### config.mk
export PLATFORM = sky130hd
export DESIGN_NAME = mux4_rr_arbiter
export DESIGN_NICKNAME = d
export VERILOG_FILES = /design/src/rtl/mux_arb_pkg.sv /design/src/rtl/mux4_rr_arbiter_mux4to1.sv /design/src/rtl/mux4_rr_arbiter.sv
export SDC_FILE = /design/constraint.sdc
export NUM_CORES = 1
export LEC_CHECK = 0
export ABC_AREA = 1
export BUFFER_PORTS_ARGS = -buffer_cell sky130_fd_sc_hd__buf_2
export CAP_MARGIN = 20
export CORE_ASPECT_RATIO = 1.75
export CORE_MARGIN = 3
export CORE_UTILIZATION = 50
export CTS_CLUSTER_SIZE = 12
export DETAILED_ROUTE_END_ITERATION = 12
export GPL_TIMING_DRIVEN = 0
export PLACE_DENSITY_LB_ADDON = 0.08
export SLEW_MARGIN = 30
export SYNTH_ARGS = -nofsm -noshare
export SYNTH_HDL_FRONTEND = slang
export SYNTH_HIERARCHICAL = 1
export SYNTH_SLANG_ARGS = --single-unit
### constraint.sdc
create_clock -name clk -period 2.5 [get_ports clk]
set_clock_uncertainty 0.2 [all_clocks]
set_input_delay 0.5 -clock clk [delete_from_list [all_inputs] [get_ports clk]]
set_output_delay 0.5 -clock clk [all_outputs]
set_load 0.01 [all_outputs]
### src/rtl/mux_arb_pkg.sv
// mux_arb_pkg: shared constants, FSM state type and round-robin pick for mux4_rr_arbiter
package mux_arb_pkg;
    localparam int N_REQ = 4;
    localparam int SEL_W = 2;
    typedef enum logic {IDLE, BUSY} arb_state_t;
    // Scans downward so the closest requester after last wins.
    function automatic logic [SEL_W-1:0] rr_pick(input logic [N_REQ-1:0] req, input logic [SEL_W-1:0] last);
        rr_pick = last;
        for (int k = N_REQ; k >= 1; k--)
            if (req[SEL_W'(int'(last) + k)]) rr_pick = SEL_W'(int'(last) + k);
    endfunction
endpackage

### src/rtl/mux4_rr_arbiter_mux4to1.sv
// mux4to1: single-bit 4:1 mux cell
module mux4to1 (
    input  logic [3:0] d,
    input  logic [1:0] s,
    output logic       y
);
    assign y = d[s];
endmodule

### src/rtl/mux4_rr_arbiter.sv
// mux4_rr_arbiter: round-robin arbiter sharing a 4:1 data mux over a valid/ready channel
// ARB_GRANT_STATS_EN adds saturating per-requester grant counters (grant_cnt).
module mux4_rr_arbiter
    import mux_arb_pkg::*;
#(
    parameter int DATA_W   = 8,
    parameter int MAX_HOLD = 4
) (
    input  logic                   clk,
    input  logic                   rst_n,
    input  logic [3:0]             req,
    input  logic [3:0][DATA_W-1:0] data_in,
    output logic [3:0]             grant,
    output logic [1:0]             sel,
    output logic                   out_valid,
    output logic [DATA_W-1:0]      out_data,
    input  logic                   out_ready
`ifdef ARB_GRANT_STATS_EN
    ,
    output logic [3:0][15:0]       grant_cnt
`endif
);
    arb_state_t state;
    logic [SEL_W-1:0] last, pick;
    logic [3:0] cnt;
    logic xfer, rel;
    assign pick = rr_pick(req, last);
    assign out_valid = (state == BUSY) && req[sel];
    assign xfer = out_valid && out_ready;
    assign rel = (state == BUSY) && (!req[sel] || (xfer && cnt == 4'(MAX_HOLD - 1)));
    always_ff @(posedge clk or negedge rst_n)
        if (!rst_n) begin
            state <= IDLE;
            grant <= '0;
            sel   <= '0;
            last  <= 2'd3;
            cnt   <= '0;
        end else if (state == IDLE) begin
            if (|req) begin
                state <= BUSY;
                sel   <= pick;
                grant <= 4'b0001 << pick;
                cnt   <= '0;
            end
        end else if (rel) begin
            state <= IDLE;
            grant <= '0;
            last  <= sel;
        end else if (xfer) begin
            cnt <= cnt + 4'd1;
        end
`ifdef ARB_GRANT_STATS_EN
    always_ff @(posedge clk or negedge rst_n)
        if (!rst_n) grant_cnt <= '0;
        else if (state == IDLE && |req && grant_cnt[pick] != 16'hFFFF)
            grant_cnt[pick] <= grant_cnt[pick] + 16'd1;
`endif
    for (genvar b = 0; b < DATA_W; b++) begin : g_mux
        mux4to1 u_mux (
            .d({data_in[3][b], data_in[2][b], data_in[1][b], data_in[0][b]}),
            .s(sel),
            .y(out_data[b])
        );
    end
endmodule

==> implementation parameters <==
Parameter                              Value

Timing
  Setup repair after global routing missed its margin    false
  Fin. Hold Viols    0
  Fraction of the cycle the final worst path needs    90.5%
  Post-layout minimum cycle time    2.26 ns
  Total negative slack for setup checks    0 ns
  Slew at the pin with the worst max-slew slack    0.472 ns
  Final setup viols    0
  Final Max Slew Viols    0
  Maximum frequency from static timing analysis    442 MHz
  Worst hold slack    0.279 ns
  Max_slew headroom    68.5%

Setup path
  Highest fanout seen on the critical path    29
  Classification of the worst setup path    reg -> out
  Critical Path Source Type    flop
  Arrival @ worst endpoint    1.56 ns
  Startpoint of the most critical register-to-register path    sel[0]
  Setup slack on the worst flop-to-flop path    0.68 ns
  Reg-to-reg endpoint    grant[0]
  Worst endpoint required time    1.80 ns
  Crit path from    sel[0]
  Critical path capture point type    primary output
  Worst r2r path cells    9
  Capture point of the critical path    out_valid

Die
  Placeable Area    2360 um^2
  DIE AREA    3220 um^2
  # rows    23
  Die width    44.2 um
  Initial core utilization    54.1%
  Number of ports placed on the die boundary    54
  DIE HEIGHT    72.8 um

Placement
  Final weighted congestion in routability-driven placement    0.816
  DP Wirelength    2280 um
  Port bufs    53
  Placed cell count    298

Job
  Max-cap violation count    0

Synthesis
  Count of cell types in the netlist    25
  Fraction of synthesized cell area taken by the top area cell type    22.6%
  Most instantiated flip-flop cell in the synthesis netlist    sky130_fd_sc_hd__dfrtp_1
  Number of standard cells after synthesis    220
  Yosys warnings    6
  Top cells by area, synth    sky130_fd_sc_hd__nand2_1 23%, sky130_fd_sc_hd__dfrtp_1 22%, sky130_fd_sc_hd__inv_1 16%
  Register bit count reported by yosys    13
  Synth Net Count    260
  Most area-hungry cell type in the Yosys netlist    sky130_fd_sc_hd__nand2_1
  Register area share after synthesis    25.7%
  Number of enable-type register cells in the synthesized netlist    0
  Cell area after synthesis    1280 um^2
  Synth Area per Inst    5.80 um^2
  Most common cell in the synthesized netlist    sky130_fd_sc_hd__nand2_1
  Ranking of synthesized cells by instance count    77 x sky130_fd_sc_hd__nand2_1, 54 x sky130_fd_sc_hd__inv_1, 31 x sky130_fd_sc_hd__nand3_1, 11 x sky130_fd_sc_hd__dfrtp_1, 11 x sky130_fd_sc_hd__nand2_2
  Share of synthesized flip-flops with an asynchronous set or reset    100%

Final layout
  Number of standard cells in the layout, taps in and fillers out    303
  Ratio of cells with drive above 1 in the final layout    30.6%
  Antenna diode instance count    0
  Final nets    319
  Relative area change from synthesis to final layout    27.7%

Drt
  Detailed-route wire length per cell    9.34 um
  Post-detailed-route count of antenna-violating nets    0
  Drt first pass iters    4
  Initial DRC Count    20
  Routed vias    1398
  # DRC    0
  Wire length after detailed routing    2830 um
  Drt via density    4.61

Clock tree
  CTS Buf Count    3
  Number of clock sinks    13
  Post-CTS Setup Bufs    0
  Deepest level of the CTS H-tree    1
  CTS tree    built
  Clock-pin transition on the worst setup and hold timing paths    0.05 ns
  Number of buffers between clock root and the deepest sink    2
  Clock Latency Late Sink    0.24 ns
  Cell at the root of the clock tree    sky130_fd_sc_hd__clkbuf_8

Power and ir drop
  VDD IR max    0.000629 V
  Areal power density over the cells    1120 nW/um^2
  Post-route total power    1.82 mW
  Leak pwr    1.08 nW

Outcome
  Status    finished clean

Global routing
  GR Util All Layers    18.2%
  Antenna violations before repair    0
  Total global routing overflow    0
  Wire length of the first global-routing pass    4670 um
  Maximum number of pins on one net before global-route repair    30
  Via count of the first global-routing pass    1223

Min path
  Worst Hold Class    reg -> reg
[report_power, final]
group	switching [mW]	internal, mW	leakage (nW)
clock network	0.0695	0.112	0.0228
logic	0.711	0.467	0.895
registers	0.160	0.303	0.162
total	0.941	0.882	1.08
[worst max-delay path: stages, from the launching register on]
cell                      delay (ns)
sky130_fd_sc_hd__dfrtp_2        0.66
sky130_fd_sc_hd__inv_2          0.08
sky130_fd_sc_hd__nand2_1        0.08
sky130_fd_sc_hd__nand3_1        0.08
sky130_fd_sc_hd__and2_1         0.20
sky130_fd_sc_hd__inv_1          0.06
sky130_fd_sc_hd__nor2_1         0.03
sky130_fd_sc_hd__buf_2          0.14
[cell families after synthesis]
kind of cell	share of synthesized area, %
AO/OA/AOI/OAI	4.22
adder cells (fa/ha/maj)	0.980
flip-flops	25.7
XOR/XNOR	1.37
AND/OR/NAND/NOR	48.4
multiplexers	0.784
buffers and inverters	18.5
[timing repair]
action                                  in CTS  in global routing
endpoints found under the hold margin       11                  0
pin swaps                                    0                  0
endpoints found under the setup margin       1                  1
hold buffers                                 1                  0
gates resized for setup                      1                  1
[placed cells by master, fill, tap and decap left out, drive strengths merged]
master	count
nand2	90
a21oi	2
nand3b	1
xor2	2
ha	1
dfrtp	11
nand4	1
nand3	33
o21ai	8
inv	58
clkbuf	4
buf	55
nor2	7
dfstp	2
and2	1
mux2i	1
dlygate4sd3	1
[metrics by stage]
| stage | area (um^2) | utilization (%) | setup slack (ns) |
|---|---|---|---|
| 2_1_floorplan | 1280 | - | 0.464 |
| 3_3_place_gp | 1570 | 66.6 | 0.233 |
| 3_5_place_dp | 1570 | 66.6 | 0.219 |
| 4_1_cts | 1630 | 69.0 | 0.142 |
| 5_1_grt | 1630 | 69.1 | 0.0689 |
| 6_report | 1630 | 69.1 | 0.237 |
[state kept, by name, summed over array words and instances (netlist names)]
signal	flops
cnt	4
grant	4
last	2
sel	2
state	1
[metal layers]
metal	up-vias	routed length, um	GRT usage (%)	share of wire [%]
met5	-	0	0	0
met4	0	19	4.03	0.67
met3	2	179	2.72	6.3
met2	35	1490	34.6	52
met1	593	1150	20.3	40
li1	768	-	-	-
[how the worst min path moves through the flow]
| stage | from | to | slack [ns] | depth (start not counted) |
|---|---|---|---|---|
| 2_1_floorplan | rst_n | cnt[0] | 0.004 | 0 |
| 3_3_place_gp | rst_n | grant[2] | 0.20 | 1 |
| 3_5_place_dp | rst_n | grant[2] | 0.20 | 1 |
| 4_1_cts | grant[2] | grant[2] | 0.28 | 2 |
| 5_1_grt | grant[0] | grant[0] | 0.30 | 2 |
| 6_report | grant[1] | grant[1] | 0.28 | 2 |
[cell type report]
class                   count  area [um^2]
fillers                   246          729
repair buffers             54          275
plain buffers               2         16.3
well taps                  25         31.3
multi-input cells         147          712
inverters                  58          220
flip-flops and latches     13          330
clock buffers               4         45.0
Power figures use the tool's default switching activity.
